`config.mk`:
```
export PLATFORM = sky130hd
export DESIGN_NAME = wb_line_arbiter
export DESIGN_NICKNAME = d
export VERILOG_FILES = /design/src/rtl/wb_line_arbiter.sv
export SDC_FILE = /design/constraint.sdc
export NUM_CORES = 1
export LEC_CHECK = 0
export BUFFER_PORTS_ARGS = -buffer_cell sky130_fd_sc_hd__buf_2
export CORE_AREA = 5 5 351 353
export DETAILED_ROUTE_END_ITERATION = 10
export DIE_AREA = 0 0 356 358
export PLACE_DENSITY = 0.3
export SYNTH_ARGS = -nofsm -noshare
export SYNTH_HDL_FRONTEND = slang
export SYNTH_SLANG_ARGS = --single-unit
```
`constraint.sdc`:
```
create_clock -name clk -period 5.4 [get_ports clk]
set_input_delay 0.54 -clock clk [delete_from_list [all_inputs] [get_ports clk]]
set_output_delay 0.54 -clock clk [all_outputs]
set_load 0.02 [all_outputs]
```
`src/rtl/wb_line_arbiter.sv`:
```
// Two-master Wishbone cache-line arbiter: the instruction-fetch and data masters share one L2 slave.
// It grants fairly on conflict, holds each grant until ACK or abort, and keeps saturating performance counters.
module wb_line_arbiter #(
  parameter int ADR_W  = 12,
  parameter int LINE_W = 128,
  parameter int CNT_W  = 16
) (
  input  logic                clk,
  input  logic                rst_n,
  input  logic [ADR_W-1:0]    i_ADR,
  input  logic [LINE_W-1:0]   i_DAT_M,
  input  logic [LINE_W/8-1:0] i_SEL,
  input  logic                i_WE,
  input  logic                i_STB,
  input  logic                i_CYC,
  output logic [LINE_W-1:0]   i_DAT_S,
  output logic                i_ACK,
  input  logic [ADR_W-1:0]    d_ADR,
  input  logic [LINE_W-1:0]   d_DAT_M,
  input  logic [LINE_W/8-1:0] d_SEL,
  input  logic                d_WE,
  input  logic                d_STB,
  input  logic                d_CYC,
  output logic [LINE_W-1:0]   d_DAT_S,
  output logic                d_ACK,
  output logic [ADR_W-1:0]    s_ADR,
  output logic [LINE_W-1:0]   s_DAT_M,
  output logic [LINE_W/8-1:0] s_SEL,
  output logic                s_WE,
  output logic                s_STB,
  output logic                s_CYC,
  input  logic [LINE_W-1:0]   s_DAT_S,
  input  logic                s_ACK,
  input  logic                clr_counters,
  output logic [CNT_W-1:0]    i_grant_cnt,
  output logic [CNT_W-1:0]    d_grant_cnt,
  output logic [CNT_W-1:0]    d_wait_cnt
);

  typedef enum logic [1:0] {IDLE, SERVE_I, SERVE_D} state_e;
  typedef enum logic {MASTER_I, MASTER_D} master_e;

  localparam logic [CNT_W-1:0] CNT_ONE = {{(CNT_W-1){1'b0}}, 1'b1};
  localparam logic [CNT_W-1:0] CNT_MAX = {CNT_W{1'b1}};

  state_e           r_state;
  master_e          r_lastServed;
  logic [CNT_W-1:0] r_iGrantCnt;
  logic [CNT_W-1:0] r_dGrantCnt;
  logic [CNT_W-1:0] r_dWaitCnt;

  logic w_iReq;
  logic w_dReq;
  logic w_iAck;
  logic w_dAck;

  assign w_iReq = i_CYC & i_STB;
  assign w_dReq = d_CYC & d_STB;
  assign w_iAck = (r_state == SERVE_I) & s_ACK & w_iReq;
  assign w_dAck = (r_state == SERVE_D) & s_ACK & w_dReq;

  assign i_ACK   = w_iAck;
  assign d_ACK   = w_dAck;
  assign i_DAT_S = s_DAT_S;
  assign d_DAT_S = s_DAT_S;

  // The granted master's request passes straight through; in IDLE the slave sees an all-zero bus.
  always_comb begin
    s_ADR   = '0;
    s_DAT_M = '0;
    s_SEL   = '0;
    s_WE    = 1'b0;
    s_STB   = 1'b0;
    s_CYC   = 1'b0;
    case (r_state)
      SERVE_I: begin
        s_ADR   = i_ADR;
        s_DAT_M = i_DAT_M;
        s_SEL   = i_SEL;
        s_WE    = i_WE;
        s_STB   = i_STB;
        s_CYC   = i_CYC;
      end
      SERVE_D: begin
        s_ADR   = d_ADR;
        s_DAT_M = d_DAT_M;
        s_SEL   = d_SEL;
        s_WE    = d_WE;
        s_STB   = d_STB;
        s_CYC   = d_CYC;
      end
      default: ;
    endcase
  end

  always_ff @(posedge clk or negedge rst_n) begin
    if (!rst_n) begin
      r_state      <= IDLE;
      r_lastServed <= MASTER_I;
    end else begin
      case (r_state)
        IDLE: begin
          // On a conflict the master that was not served last wins.
          if (w_dReq && (!w_iReq || r_lastServed == MASTER_I)) begin
            r_state      <= SERVE_D;
            r_lastServed <= MASTER_D;
          end else if (w_iReq) begin
            r_state      <= SERVE_I;
            r_lastServed <= MASTER_I;
          end
        end
        SERVE_I: if (w_iAck || !i_CYC) r_state <= IDLE;
        SERVE_D: if (w_dAck || !d_CYC) r_state <= IDLE;
        default: r_state <= IDLE;
      endcase
    end
  end

  // Counters saturate at all-ones; a clear overrides any increment in the same cycle.
  always_ff @(posedge clk or negedge rst_n) begin
    if (!rst_n) begin
      r_iGrantCnt <= '0;
      r_dGrantCnt <= '0;
      r_dWaitCnt  <= '0;
    end else if (clr_counters) begin
      r_iGrantCnt <= '0;
      r_dGrantCnt <= '0;
      r_dWaitCnt  <= '0;
    end else begin
      if (w_iAck && r_iGrantCnt != CNT_MAX) r_iGrantCnt <= r_iGrantCnt + CNT_ONE;
      if (w_dAck && r_dGrantCnt != CNT_MAX) r_dGrantCnt <= r_dGrantCnt + CNT_ONE;
      if (w_dReq && !w_dAck && r_dWaitCnt != CNT_MAX) r_dWaitCnt <= r_dWaitCnt + CNT_ONE;
    end
  end

  assign i_grant_cnt = r_iGrantCnt;
  assign d_grant_cnt = r_dGrantCnt;
  assign d_wait_cnt  = r_dWaitCnt;

endmodule

```
---- Word-level counts from Yosys, hierarchy flattened ----
Index checks and enable logic that the tools add are counted.
W data, S select, Z words.
cells by class
  multiply operators ...................... 0
  shifts and indexed selects .............. 0
  reductions and logical operators ........ 19
  eq/ne operators ......................... 8
  bitwise operators ....................... 7
  multiplexer cells ....................... 19
  magnitude comparators ................... 0
  add/sub/neg operators ................... 3
  div/mod/pow operators ................... 0
operators with widths
  operator                 number
  $pmux W128 S2            1
  $mux W16                 6
  $add A16 B1 Y16 const B  3
  $ne A16 B16 Y1 const B   3
  $pmux W16 S2             1
  $pmux W12 S2             1
  $mux W2                  4
  $reduce_bool A2 Y1       4
  $and A1 B1 Y1            6
  $pmux W1 S2              3
  $pmux W2 S3              1
  $logic_and A1 B1 Y1      5
  $logic_not A1 Y1         4
  $ne A2 B1 Y1 const B     2
  $logic_or A1 B1 Y1       3
  $ne A3 B3 Y1 const B     1
  $reduce_and A3 Y1        1
  $eq A2 B1 Y1 const B     1
  $eq A2 B2 Y1 const B     1
  $logic_not A2 Y1         1
  $mux W1                  2
  $reduce_and A2 Y1        1
  $not A1 Y1               1
word-level totals
  memory bits (read-only) ................. 0
  latch bits .............................. 0
  memories ................................ 0
  bits in registers ....................... 51
  memory bits (writable) .................. 0

---- Depth between registers and ports, before layout ----
Gate-level depths: netlist of run 1.
  depth in word-level cells ............... 8
  depth in mapped cells ................... 9

---- Worst setup path before layout of run 1 ----
Ideal clock, no wire load.
  path type ............................... register -> output
  start point ............................. register r_state[0]
  end point ............................... output s_ADR[1]
  arrival time ............................ 1,733 ps
  required time ........................... 4,860 ps
  path buffers ............................ 3
  setup slack ............................. 3,127 ps
  cell stages (with the launch flop) ...... 8
  path through ............................ dfrtp_1 -> inv_1 -> ha_1 -> buf_2 -> clkbuf_1 -> clkbuf_1 -> a22oi_1 -> nor2b_1
between the ends
  longest elaborated chain between the ends .. 2
RTL lines
  item                                          RTL line  RTL
  start, declared                               46        state_e r_state;
  start signal, assigned                        98        r_state <= IDLE;
  start signal, assigned                        105       r_state <= SERVE_D;
  start signal, assigned                        108       r_state <= SERVE_I;
  $eq A2 B2 Y1 or $eq A2 B1 Y1 (tied branches)  75        case (r_state)
  $pmux W12 S2 (*)                              75
  end, declared                                 26        output logic [ADR_W-1:0] s_ADR,
Mark *: on every way between the ends. The rest lies on a longest branch, timed or not.

---- Worst setup path after layout of run 1 ----
  start point ............................. register r_state[0]
  end point ............................... output s_DAT_M[74]
between the ends
  longest elaborated chain between the ends .. 2
RTL lines
  item                                          RTL line  RTL
  $eq A2 B2 Y1 or $eq A2 B1 Y1 (tied branches)  75
  $pmux W128 S2 (*)                             75
  end, declared                                 27        output logic [LINE_W-1:0] s_DAT_M,
Marks and branches as above.

==> flow_metrics.tcl, run 1 <==
set metrics [dict create \
    status "completed" \
    ant_nets 0 \
    synth_area_per_cell_um2 7.625 \
    portBuffers 530 \
    grt_pass1_vias 8155 \
    rsz0062_at_grt "false" \
    dr.pass1.iters 4 \
    cts_resized 0 \
    grt_pass1_wl_mm 93.14 \
    worst_pin_slew_ns 0.9134 \
    synth_cells 949 \
    worst_slew_margin_rel 0.3855 \
    final_area_um2 10070 \
    cts_sinks 51 \
    numCtsBuffers 5 \
    cts_tree "done" \
    synth_area_leaders "buf_4 27%, dfrtp_1 18%, a22oi_1 16%, nor2b_1 15%, clkbuf_1 3.1%" \
    antenna_found_initial 68 \
    dieArea_um2 127400 \
    final_nets 1633 \
    drive_gt1_frac 0.4779 \
    ys_seq_area_frac 0.1764 \
    power.leakage_nw 4.065 \
    start_util 0.06055 \
    cts_setup_buffers 0 \
    yosys_register_bits 51 \
    die_width_um 356 \
    r2r_slack_ns 2.26 \
    period_minus_slack_ns 3.686 \
    clkTransAtPathRegs_ns 0.07 \
    rr_worst_depth 8 \
    yosys_warnings 0 \
    cp_data_required_time_ns 4.86 \
    power_mw 3.687 \
    maxCapViolCount 0 \
    grt_max_degree 112 \
    vias_per_cell 2.986 \
    cp-start-kind "flop" \
    synth_top_flop_cell "dfrtp_1" \
    drv_slew 0 \
    synth-edff-count 0 \
    core_area_um2 119500 \
    worstReg2RegEnd "d_grant_cnt[15]$_DFFE_PN0P_" \
    grtUsageTotal 0.1123 \
    netlist_area_um2 7236 \
    crit_arrival_ns 3.15 \
    grt_overflow 0 \
    synth.distinct_cells 42 \
    r2r_start "r_state[0]$_DFFE_PN0P_" \
    placed_cell_area_um2 9891 \
    num_rows 127 \
    syn_to_final_growth_pct 39.17 \
    cts_buffer_depth 2 \
    tns_ns 0 \
    ctsHtreeMaxLevel 2 \
    drt_iter0_drc 595 \
    fmax_mhz 271.3 \
    ctsHoldBuffers 0 \
    wl_per_cell_um 27.29 \
    n_fill_cell 14293 \
    async_reset_ff_frac 1.000 \
    drc 0 \
    path_class "flop to output pin" \
    hpwl_mm 67.35 \
    min_period_over_period 0.6826 \
    wl_mm 76.54 \
    peakVddDrop_v 0.0002422 \
    place_congestion 0.8192 \
    vias 8377 \
    clk_latency_ns 0.30 \
    setup_violations 0 \
    cts-root-buf "clkbuf_16" \
    end_kind "output pin" \
    synth_nets 1405 \
    synth_top_area_frac 0.2656 \
    hold_viol 0 \
    min_path_type "input pin to asynchronous set/reset pin" \
    powerDensity_nw_per_um2 366.1 \
    synth_top_area_cell "buf_4" \
    io_pins 915 \
    skew_ns 0.01004 \
    crit_fanout 111 \
    fp.dieH_um 358 \
]
[per-stage QoR]
stage               utilization  setup WS [ns]  hold WS (ns)  cells
finish                  0.08427          1.714        0.3896   2805
global placement        0.08277          1.899        0.5246   2782
detailed placement      0.08277          1.903        0.5149   2782
global route            0.08402          1.544        0.4566   2793
floorplan                     -          3.127        0.2444    949
CTS                     0.08395          1.579        0.4277   2790
[registers in the layout (all words and copies together), names as in the netlist]
signal and cells:
d_wait_cnt 16, d_grant_cnt 16, r_state 2, i_grant_cnt 16
r_lastServed 1
[cell type report]
| cell class | instances | area (µm²) | share of cell area |
|---|---|---|---|
| timing repair buffer | 539 | 2758 | 0.2739 |
| clock inverter | 2 | 12.51 | 0.001243 |
| antenna | 15 | 37.54 | 0.003728 |
| tap | 1612 | 2017 | 0.2003 |
| multi-input combinational | 569 | 3799 | 0.3772 |
| inverter | 11 | 41.29 | 0.004100 |
| sequential | 51 | 1276 | 0.1267 |
| clock buffer | 6 | 128.9 | 0.01280 |
[worst max-delay path by stage]
stage | startpoint | endpoint | slack [ns] | cells past startpoint
final | r_state[0]$_DFFE_PN0P_ | s_DAT_M[74] | 1.71 | 6
after global routing | r_state[0]$_DFFE_PN0P_ | s_DAT_M[12] | 1.54 | 6
after CTS | r_state[0]$_DFFE_PN0P_ | s_DAT_M[74] | 1.58 | 6
after detailed placement | r_state[0]$_DFFE_PN0P_ | s_DAT_M[74] | 1.90 | 6
after global placement | r_state[0]$_DFFE_PN0P_ | s_DAT_M[74] | 1.90 | 6
after floorplan | r_state[0]$_DFFE_PN0P_ | s_ADR[1] | 3.13 | 7
[worst max-delay path: stages, from the launching register on]
cell and delay, ns:
dfrtp_1 0.42, inv_1 0.19, ha_4 0.73, buf_12 0.41
a22oi_1 0.25, nor2b_1 0.41, buf_2 0.26
[synth_stat cells (2+ instances only)]
cell type  instances
nand4_1           15
o311ai_0           2
nor3_1             7
buf_2              2
a22oi_1          158
nand2_1           27
and2_1             4
o21a_1             3
a21oi_1           34
inv_1             10
mux2_2             9
and3_1             4
clkbuf_1          59
nor2b_1          169
dfrtp_1           51
nand3_1           15
or2_2              3
o31ai_1           15
o41ai_1            5
or3_1             13
ha_1               6
and4_1             4
nor2_1            14
o21ai_0           17
or4_1             17
nand4_2            2
nor4_1            14
buf_4            256
[cell families after synthesis]
group	count (synthesis)	synth area share
adder cells (fa/ha/maj)	6	0.01037
XOR/XNOR	1	0.001211
flip-flops	51	0.1764
AND/OR/NAND/NOR	312	0.2590
multiplexers	10	0.01539
AO/OA/AOI/OAI	240	0.2338
buffers and inverters	329	0.3038
[layer usage]
layer  up-vias  share of wire  GRT usage
li1       3620              -          -
met2       648           0.45     0.1754
met4        42          0.015    0.01324
met3       126           0.16    0.08244
met1      3941           0.37     0.1253
met5         -         0.0095    0.02528
[power by group]
part | leakage (nW) | internal (mW) | total [mW] | switching, mW
clock network | 0.0669 | 0.172 | 0.329 | 0.157
logic | 3.29 | 0.944 | 2.95 | 2.01
registers | 0.708 | 0.394 | 0.408 | 0.0137
total | 4.06 | 1.51 | 3.69 | 2.18
[cell usage in the layout, fill, tap and decap left out, drive strengths merged, types with 2 or more instances in the layout]
| cell type | count |
|---|---|
| mux2 | 9 |
| nor4 | 14 |
| nor2b | 169 |
| nand3 | 15 |
| and4 | 4 |
| a22oi | 158 |
| clkbuf | 6 |
| clkinv | 2 |
| diode | 15 |
| nor2 | 14 |
| o21a | 3 |
| or3 | 13 |
| o21ai | 17 |
| buf | 539 |
| and2 | 4 |
| inv | 10 |
| a21oi | 34 |
| o311ai | 2 |
| o41ai | 5 |
| nor3 | 7 |
| nand4 | 17 |
| nand2 | 27 |
| or2 | 3 |
| ha | 6 |
| dfrtp | 51 |
| o31ai | 15 |
| or4 | 17 |
| and3 | 4 |
Note: power is estimated with default switching activity, not from simulation.
==> run 2, diff against run 1 <==
- clock period: 5.4 -> 3.1 ns (I/O delays scaled with it)
==> flow_metrics.tcl, run 2 (synthesized netlist as in run 1, its figures left out) <==
set metrics [dict create \
    final_nets 1648 \
    status "completed" \
    syn_to_final_growth_pct 41.78 \
    clkTransAtPathRegs_ns 0.07 \
    skew_ns 0.009339 \
    setup_ws_ns 0.2926 \
    cp_data_required_time_ns 2.79 \
    grt_max_degree 60 \
    path_class "flop to output pin" \
    r2r_slack_ns 0.57 \
    final_common_cell "buf_2" \
    grt_pass1_wl_mm 97.79 \
    min_period_over_period 0.9056 \
    hold_depth 4 \
    cts_sinks 51 \
    drc 0 \
    die_width_um 356 \
    power.leakage_nw 4.163 \
    wl_per_cell_um 28.53 \
    hold_viol 0 \
    place_ws_ns 0.2559 \
    fmax_mhz 356.2 \
    vias 8465 \
    io_pins 915 \
    min_from "d_CYC" \
    dieArea_um2 127400 \
    cts-root-buf "clkbuf_16" \
    worst_pin_slew_ns 0.8576 \
    grt_pass1_vias 8342 \
    setup_violations 0 \
    cp-start-kind "flop" \
    instances_no_fill 2818 \
    drive_gt1_frac 0.4849 \
    vias_per_cell 3.004 \
    grt_overflow 0 \
    r2r_start "r_state[0]$_DFFE_PN0P_" \
    dr.pass1.iters 4 \
    mostFrequentLayoutCells "530 x buf_2, 169 x nor2b_1, 157 x a22oi_1, 51 x dfrtp_1, 34 x a21oi_1" \
    n_fill_cell 14273 \
    hpwl_mm 71.73 \
    wl_mm 80.39 \
    holdPathEnd "r_state[0]$_DFFE_PN0P_" \
    drt_iter0_drc 623 \
    end_kind "output pin" \
    period_minus_slack_ns 2.807 \
    drv_slew 0 \
    num_rows 127 \
    peakVddDrop_v 0.0003101 \
    fp.dieH_um 358 \
    place_congestion 0.8318 \
    rsz0062_at_grt "false" \
    min_path_type "input pin to flop" \
    maxCapViolCount 0 \
    ctsHtreeMaxLevel 2 \
    core_area_um2 119500 \
    cts_buffer_depth 2 \
    portBuffers 530 \
    rr_worst_depth 8 \
    worstReg2RegEnd "d_grant_cnt[15]$_DFFE_PN0P_" \
    numCtsBuffers 5 \
    clk_latency_ns 0.31 \
    ant_nets 0 \
    tns_ns 0 \
    powerDensity_nw_per_um2 651.0 \
    crit_arrival_ns 2.50 \
    grtUsageTotal 0.1182 \
    cts_tree "done" \
    start_util 0.06055 \
    dp.cells 2796 \
    antenna_found_initial 62 \
    final_area_um2 10260 \
    crit_fanout 51 \
    worst_slew_margin_rel 0.4230 \
    placed_cell_area_um2 10050 \
]
-- run 2: cell type report --
| cell class | instances | area (µm²) | share of cell area |
|---|---|---|---|
| antenna | 14 | 35.03 | 0.003415 |
| clock buffer | 5 | 125.1 | 0.01220 |
| clock inverter | 2 | 37.54 | 0.003659 |
| inverter | 11 | 41.29 | 0.004025 |
| multi-input combinational | 569 | 3804 | 0.3708 |
| sequential | 51 | 1276 | 0.1244 |
| tap | 1612 | 2017 | 0.1966 |
| timing repair buffer | 554 | 2923 | 0.2849 |
-- run 2: worst max path at each step --
| stage | startpoint | end | slack [ns] | cells after the start |
|---|---|---|---|---|
| after floorplan | r_state[0]$_DFFE_PN0P_ | d_grant_cnt[15]$_DFFE_PN0P_ | 0.87 | 9 |
| after global routing | r_state[0]$_DFFE_PN0P_ | s_DAT_M[12] | 0.02 | 7 |
| after CTS | r_state[0]$_DFFE_PN0P_ | s_DAT_M[12] | 0.14 | 7 |
| final | r_state[0]$_DFFE_PN0P_ | s_DAT_M[12] | 0.29 | 7 |
| after global placement | r_state[0]$_DFFE_PN0P_ | s_DAT_M[11] | 0.27 | 7 |
| after detailed placement | r_state[0]$_DFFE_PN0P_ | s_DAT_M[11] | 0.26 | 7 |
-- run 2: timing repair --
| item | 4_1_cts | 5_1_grt |
|---|---|---|
| hold endpoints to repair | 16 | 0 |
| hold buffers | 1 | 0 |
| endpoints found under the setup margin | 1 | 0 |
| buffers inserted | 0 | 0 |
| gates resized for setup | 1 | 0 |
-- run 2: where the power goes --
part / internal, mW / switching (mW) / total, mW / leakage [nW]
Combinational: 1.78 / 3.53 / 5.31 / 3.38
Sequential: 0.686 / 0.0232 / 0.709 / 0.708
Clock: 0.378 / 0.279 / 0.656 / 0.0760
-- run 2: per-stage QoR --
step	power, mW	hold WS [ns]	util
6_report	6.678	0.3954	0.08585
3_3_place_gp	6.241	0.2925	0.08407
2_1_floorplan	3.969	0.01441	-
3_5_place_dp	6.234	0.3020	0.08407
5_1_grt	7.129	0.4118	0.08566
4_1_cts	6.927	0.3748	0.08556
-- run 2: critical path: stages (launching register included) --
cell and delay [ns]:
dfrtp_1 0.40, inv_1 0.14, ha_4 0.21, buf_12 0.17, buf_12 0.20, a22oi_1 0.67, nor2b_1 0.09, buf_2 0.22
-- run 2: per-layer routing --
| layer | up-vias | track usage | part of all wire |
|---|---|---|---|
| li1 | 3646 | - | - |
| met1 | 3981 | 0.1295 | 0.37 |
| met2 | 643 | 0.1882 | 0.45 |
| met3 | 147 | 0.08188 | 0.15 |
| met4 | 48 | 0.01989 | 0.022 |
| met5 | - | 0.03019 | 0.0081 |
